<file path="src/rtl/spi_master_engine.sv">
// SPI master engine: runs one full-duplex MSB-first transfer per accepted go_transfer strobe,
// framing it with slave-select setup/hold and an inter-frame gap.
module spi_master_engine #(
    parameter int unsigned DATA_W  = 32,
    parameter int unsigned CLK_DIV = 4,
    parameter bit          CPOL    = 1'b0,
    parameter bit          CPHA    = 1'b0
) (
    input  logic              clk,
    input  logic              reset,
    input  logic              go_transfer,
    input  logic [DATA_W-1:0] data_write_to_spi,
    output logic [DATA_W-1:0] data_read_from_spi,
    output logic              data_pack_ready,
    output logic              go_ignored,
    output logic              spi_sclk,
    output logic              spi_mosi,
    input  logic              spi_miso,
    output logic              spi_ss_n
);

    localparam int unsigned DivW = (CLK_DIV > 1) ? $clog2(CLK_DIV) : 1;
    localparam int unsigned BitW = $clog2(DATA_W);
    localparam logic [DivW-1:0] DivLast = DivW'(CLK_DIV - 1);
    localparam logic [BitW-1:0] BitLast = BitW'(DATA_W - 1);

    typedef enum logic [2:0] {StIdle, StSetup, StShift, StHold, StGap} state_t;

    state_t            state;
    logic [DivW-1:0]   div_cnt;
    logic [BitW-1:0]   bit_cnt;
    logic [DATA_W-1:0] tx_sr;
    logic [DATA_W-1:0] rx_sr;

    logic tick;
    logic lead_half;
    logic lead_edge;
    logic trail_edge;
    logic last_done;

    // The first leading edge is issued on SETUP exit; later ones end each trailing half.
    always_comb begin
        tick       = (div_cnt == DivLast);
        lead_half  = (spi_sclk != CPOL);
        lead_edge  = tick && ((state == StSetup) ||
                              (state == StShift && !lead_half && bit_cnt != BitLast));
        trail_edge = tick && (state == StShift) && lead_half;
        last_done  = tick && (state == StShift) && !lead_half && (bit_cnt == BitLast);
    end

    always_ff @(posedge clk or posedge reset) begin
        if (reset) begin
            state              <= StIdle;
            div_cnt            <= '0;
            bit_cnt            <= '0;
            tx_sr              <= '0;
            rx_sr              <= '0;
            data_read_from_spi <= '0;
            data_pack_ready    <= 1'b0;
            go_ignored         <= 1'b0;
            spi_sclk           <= CPOL;
            spi_mosi           <= 1'b0;
            spi_ss_n           <= 1'b1;
        end else begin
            go_ignored <= go_transfer && (state != StIdle);
            case (state)
                StIdle: begin
                    if (go_transfer) begin
                        tx_sr           <= data_write_to_spi;
                        rx_sr           <= '0;
                        spi_ss_n        <= 1'b0;
                        data_pack_ready <= 1'b1;
                        spi_mosi        <= CPHA ? 1'b0 : data_write_to_spi[DATA_W-1];
                        div_cnt         <= '0;
                        bit_cnt         <= '0;
                        state           <= StSetup;
                    end
                end
                StSetup, StShift: begin
                    div_cnt <= tick ? '0 : div_cnt + DivW'(1);
                    if (lead_edge) begin
                        spi_sclk <= ~CPOL;
                        state    <= StShift;
                        if (state == StShift) bit_cnt <= bit_cnt + BitW'(1);
                        if (!CPHA) begin
                            rx_sr <= {rx_sr[DATA_W-2:0], spi_miso};
                        end else begin
                            spi_mosi <= tx_sr[DATA_W-1];
                            tx_sr    <= {tx_sr[DATA_W-2:0], 1'b0};
                        end
                    end
                    if (trail_edge) begin
                        spi_sclk <= CPOL;
                        if (CPHA) begin
                            rx_sr <= {rx_sr[DATA_W-2:0], spi_miso};
                        end else if (bit_cnt != BitLast) begin
                            spi_mosi <= tx_sr[DATA_W-2];
                            tx_sr    <= {tx_sr[DATA_W-2:0], 1'b0};
                        end
                    end
                    if (last_done) state <= StHold;
                end
                StHold: begin
                    div_cnt <= tick ? '0 : div_cnt + DivW'(1);
                    if (tick) begin
                        // Word is published in the same clock as the ready fall.
                        spi_ss_n           <= 1'b1;
                        data_pack_ready    <= 1'b0;
                        data_read_from_spi <= rx_sr;
                        spi_mosi           <= 1'b0;
                        state              <= StGap;
                    end
                end
                StGap: begin
                    div_cnt <= tick ? '0 : div_cnt + DivW'(1);
                    if (tick) state <= StIdle;
                end
                default: state <= StIdle;
            endcase
        end
    end

endmodule
</file>
<file path="config.mk">
export PLATFORM = sky130hd
export DESIGN_NAME = spi_master_engine
export DESIGN_NICKNAME = d
export VERILOG_FILES = /design/src/rtl/spi_master_engine.sv
export SDC_FILE = /design/constraint.sdc
export NUM_CORES = 1
export LEC_CHECK = 0
export CAP_MARGIN = 20
export CELL_PAD_IN_SITES_DETAIL_PLACEMENT = 0
export CELL_PAD_IN_SITES_GLOBAL_PLACEMENT = 1
export CORE_AREA = 2 2 104 106
export CTS_BUF_LIST = sky130_fd_sc_hd__clkbuf_8
export DETAILED_ROUTE_END_ITERATION = 12
export DIE_AREA = 0 0 106 108
export PLACE_DENSITY_LB_ADDON = 0.1
export RECOVER_POWER = 25
export SYNTH_ARGS = -nofsm -noshare
export SYNTH_HDL_FRONTEND = slang
export SYNTH_SLANG_ARGS = --single-unit
export TNS_END_PERCENT = 100
</file>
<file path="constraint.sdc">
create_clock -name clk -period 8.4 [get_ports clk]
set_clock_uncertainty 0.2 [all_clocks]
set_input_delay 1.68 -clock clk [delete_from_list [all_inputs] [get_ports clk]]
set_output_delay 1.68 -clock clk [all_outputs]
set_load 0.005 [all_outputs]
</file>
==> results.sh, run 1 <==
export IMPL_run_status="complete, but fails checks"
export IMPL_violations="capacitance limit, slew limit"
export IMPL_wl_per_cell_um=14.67
export IMPL_cp_end_kind="asynchronous set/reset pin"
export IMPL_fin_util_pct=54.95
export IMPL_drv_cap=2
export IMPL_tightest_slew_ns=2.140
export IMPL_cts_sinks=110
export IMPL_syn_num_nets=407
export IMPL_final_cells=572
export IMPL_crit_chain="dlygate4sd3_1 -> clkinvlp_2 -> buf_4"
export IMPL_antenna_left=0
export IMPL_p_comb_share_pct=35.0
export IMPL_yosys_area_top_type="dfrtp_1"
export IMPL_dp_cells=556
export IMPL_cts_setup_buffers=0
export IMPL_fillers=898
export IMPL_rsz0062_at_grt="false"
export IMPL_grt_max_degree=64
export IMPL_netlist_area_leader_share_pct=59.48
export IMPL_numPortBuffers=72
export IMPL_grt_pass1_wl_um=13950
export IMPL_core_area_um2=10230
export IMPL_use_met3_pct=4.340
export IMPL_drive_above_1_share_pct=13.76
export IMPL_grtUsageTotal_pct=15.35
export IMPL_synth_most_common_cell="dfrtp_1"
export IMPL_synthFlopType="dfrtp_1"
export IMPL_start_util_pct=44.82
export IMPL_max_stage_delay_ns=1.23
export IMPL_critPathSlowestCell="clkinvlp_2"
export IMPL_antennaDiodeCount=0
export IMPL_finalSetupTns_ns=0
export IMPL_post_route_period_util_pct=48.56
export IMPL_multi_input_area_um2=1703
export IMPL_clkLatencyLatePin_ns=0.38
export IMPL_clk_pin_slew_ns=0.11
export IMPL_cts_buffers=9
export IMPL_synth_edf_count=0
export IMPL_dieArea_um2=11450
export IMPL_power_density_nw_per_um2=287.5
export IMPL_cts_resized=0
export IMPL_io_pins=73
export IMPL_p_sw_uw=591.6
export IMPL_synth_area_leaders="dfrtp_1 59%, mux2_2 8.1%, mux2i_1 6.8%"
export IMPL_initialDrtViolationCount=171
export IMPL_cp_required_ns=8.63
export IMPL_finalCriticalPeriod_ns=4.079
export IMPL_final_hold_violation_count=0
export IMPL_cts_htree_levels=3
export IMPL_yosys_cell_types_count=36
export IMPL_die_y_um=108
export IMPL_avgSynthCellArea_um2=12.46
export IMPL_cts_root_buffer="clkbuf_8"
export IMPL_syn_inst=368
export IMPL_crit_fanout=63
export IMPL_sw_frac_of_total_pct=36.61
export IMPL_cts_tree="done"
export IMPL_ys_async_sr_fraction_pct=100.0
export IMPL_num_rows=37
export IMPL_dp_hpwl_um=5316
export IMPL_gp_congestion=0.6906
export IMPL_gr_usage_met1_pct=21.69
export IMPL_die_width_um=106
export IMPL_internal_power_mw=1.024
export IMPL_setup_viol=0
export IMPL_register_area_um2=2754
export IMPL_ys_seq_area_share_pct=60.05
export IMPL_min_path_type="flip-flop to flip-flop"
export IMPL_yosys_warnings=0
export IMPL_p_clk_share_pct=20.0
export IMPL_max_slew_margin_pct=-43.42
export IMPL_drcViolationCount=0
export IMPL_grt_busiest_layer="met2"
export IMPL_clk_path_buf_depth=2
export IMPL_startpoint_type="primary input"
export IMPL_drt_pass1_iter_count=4
export IMPL_ys_top_cells_by_count="109 x dfrtp_1, 41 x a21oi_1, 36 x nor2_1"
export IMPL_path_class="primary input to asynchronous set/reset pin"
export IMPL_holdBufCountCts=0
export IMPL_synth_area_um2=4586
export IMPL_seq_power_share_pct=45.0
export IMPL_antenna_found_initial=0
export IMPL_vias=2981
export IMPL_report_final_slew_viol_count=85
export IMPL_arrival_ns=4.31
export IMPL_power_leakage_nw=2.572
export IMPL_ir_worst_vdd_mv=0.1251
export IMPL_nNetsFinal=470
export IMPL_synth_seq_cells=110
export IMPL_grt_overflow_total=0
export IMPL_area_growth_syn_to_layout_pct=22.59
export IMPL_grt_pass1_vias=2820
export IMPL_fmax_mhz=245.1
export IMPL_use_met2_pct=23.18
export IMPL_wl_um=8393
export IMPL_via_per_inst=5.212
## final cells by class
| type | count | share of cell area [%] |
|---|---|---|
| clock buffers | 9 | 2.203 |
| clock inverters | 7 | 1.513 |
| inverters | 7 | 0.4897 |
| multi-input cells | 226 | 30.29 |
| flip-flops and latches | 110 | 48.99 |
| well taps | 136 | 3.027 |
| repair buffers | 77 | 13.49 |
## stage by stage
stage	area (µm²)	hold slack (ns)	total power [mW]	setup WS (ns)
after CTS	5628	0.2694	1.642	5.087
after floorplan	4586	0.2505	1.169	3.619
after global routing	5622	0.2929	1.736	3.840
after detailed placement	5419	0.2521	1.316	4.762
final	5622	0.2658	1.616	4.321
after global placement	5419	0.2506	1.304	4.763
## layer usage
layer / wire (µm) / share of wire, %
met5: 0 / 0
met4: 40 / 0.48
met3: 423 / 5.0
met2: 3830 / 46
met1: 4099 / 49
## power by group through the flow
stage	Sequential (mW)	Combinational, mW	Clock [mW]
floorplan	0.703	0.466	0
global placement	0.738	0.566	0
detailed placement	0.740	0.576	0
CTS	0.729	0.579	0.334
global route	0.746	0.635	0.356
finish	0.727	0.566	0.323
## worst paths after layout
path / start / endpoint / slack (ns) / cells after the start
min in group asynchronous: reset / data_read_from_spi[19] / 2.11 / 2
setup / recovery: reset / rx_sr[22] / 4.32 / 3
hold reg to reg: spi_ss_n / spi_ss_n / 0.27 / 2
max in group clk: div_cnt[0] / data_read_from_spi[5] / 5.01 / 4
setup reg to reg: div_cnt[0] / data_read_from_spi[5] / 5.01 / 4
hold / removal: spi_ss_n / spi_ss_n / 0.27 / 2
## flip-flops by register name (all words and copies together) (netlist names)
| register | flops |
|---|---|
| bit_cnt | 5 |
| data_pack_ready | 1 |
| data_read_from_spi | 32 |
| div_cnt | 2 |
| go_ignored | 1 |
| rx_sr | 32 |
| spi_mosi | 1 |
| spi_sclk | 1 |
| spi_ss_n | 1 |
| state | 3 |
| tx_sr | 31 |
## cells in the final DEF (no fill, tap or decap), types with 4 or more instances in the layout
| master | instances |
|---|---|
| inv_1 | 6 |
| buf_4 | 5 |
| clkbuf_8 | 9 |
| dfrtp_1 | 109 |
| nand2_1 | 7 |
| mux2_2 | 33 |
| a21oi_1 | 40 |
| clkdlybuf4s50_1 | 70 |
| a22o_1 | 33 |
| nor2_1 | 36 |
| o21ai_0 | 7 |
| mux2i_1 | 31 |
| nand3b_1 | 4 |
## critical path, delay by kind of cell
| family | cells | cell delay [ns] |
|---|---|---|
| buffers and inverters | 3 | 2.57 |
## cells by family (layout without fill, tap and decap cells)
group | count (synthesis) | after routing | synth area share, %
multiplexers | 64 | 64 | 14.87
flip-flops | 110 | 110 | 60.05
adder cells (fa/ha/maj) | 3 | 3 | 0.8186
XOR/XNOR | 1 | 1 | 0.1910
AND/OR/NAND/NOR | 64 | 64 | 6.522
AO/OA/AOI/OAI | 94 | 94 | 14.49
buffers and inverters | 32 | 100 | 3.056
(Power assumes the default switching activity.)
==> run 2, diff against run 1 <==
- CORE_AREA: 2 2 104 106 -> 2 2 106 108
- DIE_AREA: 0 0 106 108 -> 0 0 108 110
- clock period: 8.4 -> 3.8 ns (I/O delays scaled with it)
==> results.sh, run 2 (synthesis results as in run 1) <==
export IMPL_run_status="completed"
export IMPL_area_growth_syn_to_layout_pct=22.81
export IMPL_antenna_left=0
export IMPL_clk_path_buf_depth=2
export IMPL_path_class="flip-flop to flip-flop"
export IMPL_p_sw_mw=1.280
export IMPL_cts_setup_buffers=0
export IMPL_io_pins=73
export IMPL_wl_um=8634
export IMPL_holdBufCountCts=0
export IMPL_crit_fanout=6
export IMPL_grt_pass1_wl_um=14500
export IMPL_post_route_period_util_pct=71.77
export IMPL_grt_pass1_vias=2885
export IMPL_grtUsageTotal_pct=15.60
export IMPL_seq_power_share_pct=45.7
export IMPL_internal_power_mw=2.255
export IMPL_power_leakage_nw=2.584
export IMPL_min_path_type="flip-flop to flip-flop"
export IMPL_cts_resized=0
export IMPL_cts_root_buffer="clkbuf_8"
export IMPL_initialDrtViolationCount=166
export IMPL_cts_tree="done"
export IMPL_grt_overflow_total=0
export IMPL_ir_worst_vdd_mv=0.3466
export IMPL_report_final_slew_viol_count=0
export IMPL_startpoint_type="flip-flop"
export IMPL_cp_end_kind="flip-flop"
export IMPL_die_y_um=110
export IMPL_p_clk_share_pct=18.2
export IMPL_numPortBuffers=72
export IMPL_tightest_slew_ns=1.253
export IMPL_rsz0062_at_grt="false"
export IMPL_antenna_found_initial=0
export IMPL_arrival_ns=2.82
export IMPL_num_rows=38
export IMPL_setup_viol=0
export IMPL_r2r_end="bit_cnt[3]"
export IMPL_die_width_um=108
export IMPL_final_hold_violation_count=0
export IMPL_start_util_pct=42.87
export IMPL_fmax_mhz=366.7
export IMPL_ff2ff_setup_slack_ns=1.07
export IMPL_rr_worst_depth=7
export IMPL_sw_frac_of_total_pct=36.20
export IMPL_dp_hpwl_um=5639
export IMPL_nNetsFinal=474
export IMPL_grt_max_degree=63
export IMPL_power_density_nw_per_um2=627.7
export IMPL_via_per_inst=5.225
export IMPL_cts_buffers=9
export IMPL_cts_htree_levels=3
export IMPL_cp_required_ns=3.89
export IMPL_endpoint="bit_cnt[3]"
export IMPL_vias=3025
export IMPL_dieArea_um2=11880
export IMPL_max_slew_margin_pct=16.03
export IMPL_antennaDiodeCount=0
export IMPL_top_regs="data_read_from_spi: 32 flops, rx_sr: 32 flops, tx_sr: 31 flops"
export IMPL_fillers=952
export IMPL_final_common_cell="dfrtp_1"
export IMPL_finalCriticalPeriod_ns=2.727
export IMPL_drive_above_1_share_pct=14.58
export IMPL_most_common_layout_cells="109 x dfrtp_1, 71 x clkdlybuf4s50_1, 40 x a21oi_1"
export IMPL_fin_util_pct=52.64
export IMPL_clkLatencyLatePin_ns=0.36
export IMPL_register_area_um2=2754
export IMPL_setup_worst_path_start="bit_cnt[0]"
export IMPL_drcViolationCount=0
export IMPL_multi_input_area_um2=1708
export IMPL_wl_per_cell_um=14.91
export IMPL_gp_congestion=0.7740
export IMPL_p_comb_share_pct=36.1
export IMPL_core_area_um2=10700
export IMPL_clk_pin_slew_ns=0.10
export IMPL_drt_pass1_iter_count=4
export IMPL_r2r_start="bit_cnt[0]"
export IMPL_cts_sinks=110
export IMPL_finalSetupTns_ns=0
export IMPL_drv_cap=0
-- run 2: area by class of cell --
cell class,instances,share of cell area (%)
Sequential cell,110,48.90
Clock buffer,9,2.200
Tap cell,140,3.110
Multi-Input combinational cell,226,30.33
Inverter,7,0.4888
Clock inverter,6,0.7998
Timing Repair Buffer,81,14.17
-- run 2: critical path, stage by stage, from the launching register on --
cell	delay (ns)
dfrtp_1	0.42
ha_1	0.22
and3_1	0.18
ha_1	0.23
or3b_1	0.39
a2111o_1	0.51
or3_1	0.37
a21oi_1	0.14
-- run 2: worst min path at each step --
stage                   from  endpoint  cells past startpoint
CTS                 spi_ss_n  spi_ss_n                      2
detailed placement  spi_ss_n  spi_ss_n                      2
global placement    spi_ss_n  spi_ss_n                      2
finish              spi_ss_n  spi_ss_n                      2
floorplan           spi_ss_n  spi_ss_n                      2
global route        spi_ss_n  spi_ss_n                      2
-- run 2: power groups by stage --
stage	logic, mW	clock network, mW	registers [mW]
after floorplan	1.03	0	1.55
after global placement	1.27	0	1.63
after detailed placement	1.30	0	1.64
after CTS	1.30	0.673	1.62
after global routing	1.43	0.715	1.65
final	1.28	0.642	1.62
-- run 2: stage by stage --
stage	std cells	power [mW]	setup WS (ns)	area, µm²	hold WS, ns
3_3_place_gp	564	2.899	1.142	5480	0.2499
6_report	579	3.535	1.073	5632	0.2808
3_5_place_dp	564	2.936	1.088	5480	0.2659
4_1_cts	579	3.590	1.073	5649	0.2811
2_1_floorplan	368	2.584	1.225	4589	0.2505
5_1_grt	579	3.799	0.7174	5632	0.2940
-- run 2: metal layers --
metal / track usage (%) / share of wire [%] / wire length, µm
met1: 22.65 / 50 / 4340
met2: 22.96 / 44 / 3827
met3: 3.410 / 3.9 / 338
met4: 6.044 / 1.5 / 127
met5: 0 / 0 / 0
==> run 3, diff against run 2 <==
- CORE_AREA: 2 2 106 108 -> 2 2 111 113
- DIE_AREA: 0 0 108 110 -> 0 0 113 115
- clock period: 3.8 -> 2.25 ns (I/O delays scaled with it)
==> results.sh, run 3 (synthesis results as in run 1) <==
export IMPL_run_status="complete, but fails checks"
export IMPL_violations="DRC, setup timing"
export IMPL_drv_cap=0
export IMPL_crit_chain="ha_2 -> and3_4 -> ha_4 -> or3b_1 -> a2111o_1 -> or3_1 -> a21oi_2"
export IMPL_start_util_pct=38.82
export IMPL_cp_top_family="simple AND/OR/NAND/NOR gates"
export IMPL_layout_setup_ws_ns=-0.1890
export IMPL_cts_root_buffer="clkbuf_8"
export IMPL_via_per_inst=5.212
export IMPL_io_pins=73
export IMPL_final_common_cell="dfrtp_1"
export IMPL_drt_pass1_iter_count=8
export IMPL_clk_pin_slew_ns=0.11
export IMPL_rr_worst_depth=7
export IMPL_startpoint_type="flip-flop"
export IMPL_nNetsFinal=496
export IMPL_top_regs="data_read_from_spi: 32 flops, rx_sr: 32 flops, tx_sr: 31 flops"
export IMPL_crit_fanout=3
export IMPL_final_cells=609
export IMPL_cp_required_ns=2.36
export IMPL_arrival_ns=2.55
export IMPL_drive_above_1_share_pct=26.19
export IMPL_grt_overflow_total=0
export IMPL_grt_max_degree=39
export IMPL_gp_congestion=0.7790
export IMPL_grtUsageTotal_pct=15.37
export IMPL_post_route_period_util_pct=108.4
export IMPL_power_density_nw_per_um2=1120
export IMPL_r2r_start="bit_cnt[0]"
export IMPL_ir_worst_vdd_mv=0.4089
export IMPL_drcViolationCount=7
export IMPL_tightest_slew_ns=0.9210
export IMPL_min_from="spi_ss_n"
export IMPL_fillers=1069
export IMPL_die_width_um=113
export IMPL_cts_htree_levels=3
export IMPL_wl_um=9813
export IMPL_dp_hpwl_um=5891
export IMPL_min_path_type="flip-flop to flip-flop"
export IMPL_area_growth_syn_to_layout_pct=33.12
export IMPL_report_final_slew_viol_count=0
export IMPL_cts_buffers=9
export IMPL_initialDrtViolationCount=181
export IMPL_clk_path_buf_depth=2
export IMPL_numPortBuffers=72
export IMPL_die_y_um=115
export IMPL_num_rows=40
export IMPL_whs_path_depth=2
export IMPL_cts_sinks=110
export IMPL_r2r_end="bit_cnt[3]"
export IMPL_dp_slack_ns=-0.1911
export IMPL_final_area_um2=6105
export IMPL_clkLatencyLatePin_ns=0.38
export IMPL_max_slew_margin_pct=38.60
export IMPL_cts_tree="done"
export IMPL_ff2ff_setup_slack_ns=-0.19
export IMPL_dieArea_um2=13000
export IMPL_core_area_um2=11810
export IMPL_rsz0062_at_grt="true"
export IMPL_antenna_left=0
export IMPL_antenna_found_initial=0
export IMPL_grt_pass1_vias=3260
export IMPL_grt_pass1_wl_um=15910
export IMPL_critPathSlowestCell="a2111o_1"
export IMPL_setup_viol=68
export IMPL_fmax_mhz=410.0
export IMPL_antennaDiodeCount=0
export IMPL_vias=3174
export IMPL_finalCriticalPeriod_ns=2.439
export IMPL_wl_per_cell_um=16.11
export IMPL_holdBufCountCts=0
export IMPL_crit_buf_inv=0
export IMPL_power_leakage_nw=2.763
export IMPL_final_hold_violation_count=0
export IMPL_max_stage_delay_ns=0.41
export IMPL_dp_cells=583
export IMPL_most_common_layout_cells="109 x dfrtp_1, 71 x clkdlybuf4s50_1, 33 x mux2_2, 33 x a22o_1, 31 x mux2i_1"
export IMPL_placed_cell_area_um2=5682
export IMPL_p_total_mw=6.838
export IMPL_path_class="flip-flop to flip-flop"
export IMPL_cp_end_kind="flip-flop"
export IMPL_hold_end="spi_ss_n"
## run 3: cell count changes in the layout (fill, tap and decap cells not counted), sizes merged
cell,previous run,this run
bufinv,0,1
clkbuf,10,13
buf,8,27
inv,9,10
clkinv,3,2
## run 3: per-stage QoR
step	setup TNS (ns)	util, %	hold WS, ns
after floorplan	-1.799	-	0.2505
after global placement	-4.940	48.10	0.2517
after detailed placement	-8.044	48.10	0.2523
after CTS	-9.587	51.09	0.1636
after global routing	-14.33	51.68	0.3023
final	-8.608	51.68	0.2658
## run 3: cell type report
class / count / area [µm²] / share of cell area (%)
flip-flops and latches: 110 / 2754 / 45.11
clock buffers: 9 / 123.9 / 2.029
clock inverters: 7 / 72.57 / 1.189
repair buffers: 103 / 1106 / 18.12
multi-input cells: 226 / 1837 / 30.09
well taps: 147 / 183.9 / 3.013
inverters: 7 / 27.53 / 0.4509
## run 3: what timing repair did
| action | in CTS | in global routing |
|---|---|---|
| buffers inserted | 4 | 2 |
| cloned | 4 | 1 |
| resized for setup | 6 | 34 |
| hold endpoints to repair | 0 | 0 |
| setup endpoints to repair | 69 | 69 |
| pin swaps | 0 | 4 |
## run 3: layer usage
layer / vias to the layer above / GRT usage, % / part of all wire, %
met5: - / 0 / 0
met1: 1607 / 20.34 / 46
met4: 0 / 4.553 / 1.4
met3: 11 / 5.008 / 5.0
li1: 1492 / - / -
met2: 64 / 24.39 / 48
## run 3: worst max path at each step
| stage | startpoint | endpoint | slack [ns] | cells past startpoint |
|---|---|---|---|---|
| 3_3_place_gp | bit_cnt[0] | bit_cnt[3] | -0.13 | 7 |
| 5_1_grt | bit_cnt[0] | tx_sr[21] | -0.31 | 10 |
| 6_report | bit_cnt[0] | bit_cnt[3] | -0.19 | 7 |
| 3_5_place_dp | bit_cnt[0] | bit_cnt[3] | -0.19 | 7 |
| 4_1_cts | bit_cnt[1] | bit_cnt[3] | -0.20 | 7 |
| 2_1_floorplan | bit_cnt[0] | bit_cnt[3] | -0.14 | 7 |
## run 3: report_power, final
part	total, mW	internal [mW]	switching, mW
sequential	2.71	2.40	0.311
combinational	2.93	1.47	1.46
clock	1.21	0.523	0.682
total	6.84	4.39	2.45
## run 3: tightest hold or removal path, stage by stage (launching register included)
cell and delay (ns):
dfstp_2 0.38, inv_1 0.04, a21oi_1 0.05
==> variant 1, RTL diff (config.mk and constraints of run 3) <==
The 5 states of `state_t` get a one-hot encoding in 5 bits.
--- a/src/rtl/spi_master_engine.sv
+++ b/src/rtl/spi_master_engine.sv
@@ -24,7 +24,7 @@
     localparam logic [DivW-1:0] DivLast = DivW'(CLK_DIV - 1);
     localparam logic [BitW-1:0] BitLast = BitW'(DATA_W - 1);
 
-    typedef enum logic [2:0] {StIdle, StSetup, StShift, StHold, StGap} state_t;
+    typedef enum logic [4:0] {StIdle = 5'b00001, StSetup = 5'b00010, StShift = 5'b00100, StHold = 5'b01000, StGap = 5'b10000} state_t;
 
     state_t            state;
     logic [DivW-1:0]   div_cnt;
Check against the original RTL: same outputs for any inputs over 10 cycles, from zero or initial values and one cycle with reset high; not proved beyond that.
==> variant 1 against run 3 <==
  * The flow finishes with violations (negative setup slack)
  * Non-clock buffer count rose by 1
  * Sequential share of layout area is 0.68 points higher
  * Power down 21%
  * Setup slack worse by 0.025 ns
  * Area after synthesis is 4.4% higher
  * Routed wire length is 4.1% higher
  * First-iteration DRC count fell by 15%
  * Critical path depth is the same
  * Final cell count up 5.1%
  * Largest cell class unchanged
  * Sequential cell count up 2
  * Design area grew 0.35%
==> variant 1: results (changes against run 3) <==
| Metric | Value |
|---|---|
| Met1 wire length | 4.881 mm (+8.9%) |
| Wire length of the first global-routing pass | 17.37 mm (+9.2%) |
| Violated checks | negative setup slack |
| Reg-to-reg startpoint | bit_cnt[1] |
| Mean area per synthesized cell | 12.09 µm² (-2.9%) |
| Worst-margin pin slew | 1.118 ns (+0.1966 ns) |
| Fin nets | 527 (+6.3%) |
| Post-route setup slack | -0.2137 ns (-0.02464 ns) |
| Dpl cells | 618 (+6.0%) |
| Met3 wire len | 490 µm (-0.41%) |
| CP delay by family, top | compound AO/OA/AOI/OAI gates |
| Run status | finished with violations |
| M3 GR Usage | 5.324% (+0.32 points) |
| Slowest CP cell | dfrtp_1 |
| DR vias | 3344 (+5.4%) |
| Max FO, Critical Path | 8 (+5) |
| Final setup violating endpoints | 33 (-51%) |
| Final GP Congestion | 0.8008 (+2.8%) |
| CP arrival | 2.54 ns (about the same) |
| DP HPWL | 6.481 mm (+10%) |
| Non-Filler Instances | 640 (+5.1%) |
| Post-synth net total | 435 (+6.9%) |
| Net Switching | 1.814 mW (-26%) |
| Final WL | 10.22 mm (+4.1%) |
| Static Leakage | 2.971 nW (+7.5%) |
| Area contributors post-synth | dfrtp_1 57%, mux2_2 7.8%, mux2i_1 6.5% |
| Share of cells above drive strength 1 | 20.49% (-5.7 points) |
| Vias in the first global route | 3456 (+6.0%) |
| Largest net degree at the start of global routing | 69 (+77%) |
| Critical Path Sink | rx_sr[7] |
| Drt pass-1 iters | 4 (-4) |
| Met1 Use GR | 22.77% (+2.4 points) |
## variant 1: cell types whose count changed after synthesis, sizes merged, moves of 4 or more
cell	before	now
a21oi	41	8
inv	7	3
nand2	7	43
nand3	2	6
nor2	36	14
o21ai	7	42
## variant 1: metrics by stage
| step | setup TNS [ns] | total power, mW | worst slack (ns) | area (µm²) |
|---|---|---|---|---|
| after floorplan | -8.285 | 3.646 | -0.2658 | 4816 |
| after global placement | -8.357 | 4.075 | -0.2793 | 5883 |
| after detailed placement | -9.886 | 4.113 | -0.3176 | 5883 |
| after CTS | -6.572 | 5.450 | -0.2293 | 6128 |
| after global routing | -7.736 | 5.802 | -0.2555 | 6126 |
| final | -6.339 | 5.393 | -0.2137 | 6126 |
## variant 1: worst min-delay path by stage
| stage | from | to | slack, ns | cells after the start |
|---|---|---|---|---|
| 3_3_place_gp | tx_sr[5] | tx_sr[5] | 0.26 | 2 |
| 4_1_cts | spi_ss_n | spi_ss_n | 0.28 | 2 |
| 3_5_place_dp | spi_ss_n | spi_ss_n | 0.27 | 2 |
| 6_report | spi_ss_n | spi_ss_n | 0.28 | 2 |
| 2_1_floorplan | tx_sr[0] | tx_sr[0] | 0.25 | 2 |
| 5_1_grt | spi_ss_n | spi_ss_n | 0.31 | 2 |
## variant 1: cell families after synthesis
| logic type | after synthesis | share of synthesized area, % |
|---|---|---|
| and+or+nand+nor | 89 | 8.882 |
| xor gates and xnor gates | 1 | 0.1829 |
| buffers and inverters | 29 | 3.082 |
| DFF | 112 | 58.57 |
| adders and majority gates | 3 | 0.7838 |
| AOI/OAI and AO/OA | 98 | 14.26 |
| muxes | 64 | 14.24 |
## variant 1: repair_timing
item / CTS / global route
setup buffers: 0 / 3
setup endpoints to repair: 64 / 68
gates resized for setup: 7 / 3
gates cloned: 3 / 0
pin swaps: 3 / 5
## variant 1: worst reg2reg max path, stage by stage, from the launching register on
cell and delay (ns):
dfrtp_1 0.39, ha_2 0.19, and3_4 0.17, ha_4 0.15, or3b_4 0.39, a31o_4 0.26, a211o_4 0.39, a22o_1 0.22
## variant 1: layout make-up
class | count | area share, %
Sequential cell | 112 | 45.79
Multi-Input combinational cell | 258 | 31.45
Timing Repair Buffer | 104 | 16.46
Tap cell | 147 | 3.002
Clock buffer | 11 | 2.471
Clock inverter | 5 | 0.6127
Inverter | 3 | 0.2042
## variant 1: power by group through the flow
stage | logic, mW | registers [mW] | clock network [mW]
after global placement | 1.54 | 2.53 | 0
after detailed placement | 1.57 | 2.54 | 0
after global routing | 1.95 | 2.55 | 1.30
after floorplan | 1.15 | 2.50 | 0
final | 1.74 | 2.50 | 1.16
after CTS | 1.73 | 2.50 | 1.21
==> variant 2, RTL diff (settings of run 3) <==
Without the edit above. The parameter `CPHA` goes from 1'b0 to 1'b1.
--- a/src/rtl/spi_master_engine.sv
+++ b/src/rtl/spi_master_engine.sv
@@ -4,7 +4,7 @@
     parameter int unsigned DATA_W  = 32,
     parameter int unsigned CLK_DIV = 4,
     parameter bit          CPOL    = 1'b0,
-    parameter bit          CPHA    = 1'b0
+    parameter bit          CPHA    = 1'b1
 ) (
     input  logic              clk,
     input  logic              reset,
Behaviour: not the same (Yosys sat finds a counterexample within 4 cycles, from zero or initial values and one cycle with reset high).
==> variant 2 against run 3 <==
  * The run still ends with design-rule violations, negative setup slack left
  * Sequential cell count is 1 higher
  * Global-route usage is 0.12 points higher
  * Routed wire length is 0.28% lower
  * Critical path depth is 3 higher
  * Count of clock-buffer cells in the layout is 4 higher
  * Area after synthesis is 2.9% higher
  * Design area is 0.31% lower
  * Critical path type unchanged
  * Final cell count is 15% higher
  * Power is 28% higher
  * Non-clock buffer count is 1 lower
  * Sequential share of layout area is 0.55 points higher
  * Setup slack worse by 0.073 ns
  * Sequential power is 30% higher
==> variant 2: results (changes against run 3) <==
| Metric | Value |
|---|---|
| Run status | finished with violations |
| Violated checks | design-rule violations, negative setup slack |
| Power Total | 8.772 mW (+28%) |
| Worst-case clock buffer depth | 2 (unchanged) |
| Initial antenna violation count | 0 (unchanged) |
| Combinational group power | 4.09 mW (+40%) |
| Commonest cells post-synth | 132 x nand2_1, 110 x dfrtp_1, 40 x o21ai_0 |
| Area share of the largest cell type after synthesis | 58.34% (-1.1 points) |
| GR Util met2 | 24.07% (-0.32 points) |
| Met2 WL | 4.556 mm (-3.1%) |
| Non-Filler Instances | 699 (+15%) |
| Wire length of the first global-routing pass | 16.16 mm (+1.6%) |
| Post-synthesis sequential area ratio | 58.90% (-1.2 points) |
| Largest net degree at the start of global routing | 65 (+67%) |
| Final setup violating endpoints | 38 (-44%) |
| PostCTS Resize Cnt | 1 (-5) |
| M3 GR Usage | 5.219% (+0.21 points) |
| Htree depth | 3 (unchanged) |
| Post-DR wirelength/cell | 14.00 µm (-13%) |
| Final GP Congestion | 0.7307 (-6.2%) |
| Highest metal used | met4 |
| VDD IR max | 0.5257 mV (+29%) |
| Slowest CP cell | dfrtp_1 |
| Dpl cells | 675 (+16%) |
| Met1 wire length | 4.738 mm (+5.7%) |
| CP arrival | 2.61 ns (+0.06 ns) |
| Hold Path Sink | rx_sr[31] |
| Setup bufs post-CTS | 2 (-2) |
| Mean area per synthesized cell | 10.10 µm² (-19%) |
| Fin nets | 586 (+18%) |
| Gr usage total | 15.49% (+0.12 points) |
| R2r endpoint | tx_sr[4] |
| Static Leakage | 2.674 nW (-3.2%) |
| Switching Share | 37.60% (+1.8 points) |
| Share of cells above drive strength 1 | 18.66% (-7.5 points) |
| Hold_sp | rx_sr[31] |
| Slew headroom | 20.60% (-18 points) |
| Hold Path Class | reg -> reg |
| Met3 wire len | 437 µm (-11%) |
| Area contributors post-synth | dfrtp_1 58%, nand2_1 11%, mux2_2 8.1% |
| Clock transition at path regs | 0.10 ns |
| Starting DRT DRC Count | 199 (+9.9%) |
| WS Path Type | reg -> reg |
| DP HPWL | 5.926 mm (+0.60%) |
| Post-route setup slack | -0.2617 ns (-0.07269 ns) |
| Clk pwr share | 13.4% (-4.2 points) |
| DP Area | 5741 µm² (+1.0%) |
| Max FO, Critical Path | 6 (+3) |
| Multi-input gate area | 1858 µm² (+1.2%) |
| Fillers | 1093 (+2.2%) |
| Met1 Use GR | 21.01% (+0.67 points) |
| Hold_ws | 0.2919 ns (+0.02610 ns) |
| FF-to-FF path depth | 10 (+3) |
| Post-synth net total | 506 (+24%) |
| Vias in the first global route | 3266 (+0.18%) |
| DR vias | 3497 (+10%) |
| Post-route DRC | 3 (-4) |
| Top flop regs | data_read_from_spi: 32 flops, rx_sr: 32 flops, tx_sr: 32 flops |
==> variant 2: cell type report <==
class                   count  share of cell area (%)
inverters                   2                  0.1439
well taps                 147                   3.022
flip-flops and latches    111                   45.66
repair buffers            102                   17.43
multi-input cells         321                   30.53
clock buffers              13                   2.940
clock inverters             3                  0.2673
==> variant 2: metrics by stage <==
| step | setup WS [ns] | setup TNS [ns] |
|---|---|---|
| after floorplan | -0.1771 | -5.279 |
| after global placement | -0.2191 | -3.819 |
| after detailed placement | -0.2403 | -4.797 |
| after CTS | -0.2533 | -8.065 |
| after global routing | -0.3333 | -10.62 |
| final | -0.2617 | -7.573 |
==> variant 2: cell families after synthesis <==
logic type,count (synthesis),share of synthesized area [%]
multiplexers,34,8.115
adder cells (fa/ha/maj),3,0.7956
AND/OR/NAND/NOR,193,16.60
AO/OA/AOI/OAI,90,11.85
flip-flops,111,58.90
buffers and inverters,35,3.553
XOR/XNOR,1,0.1857
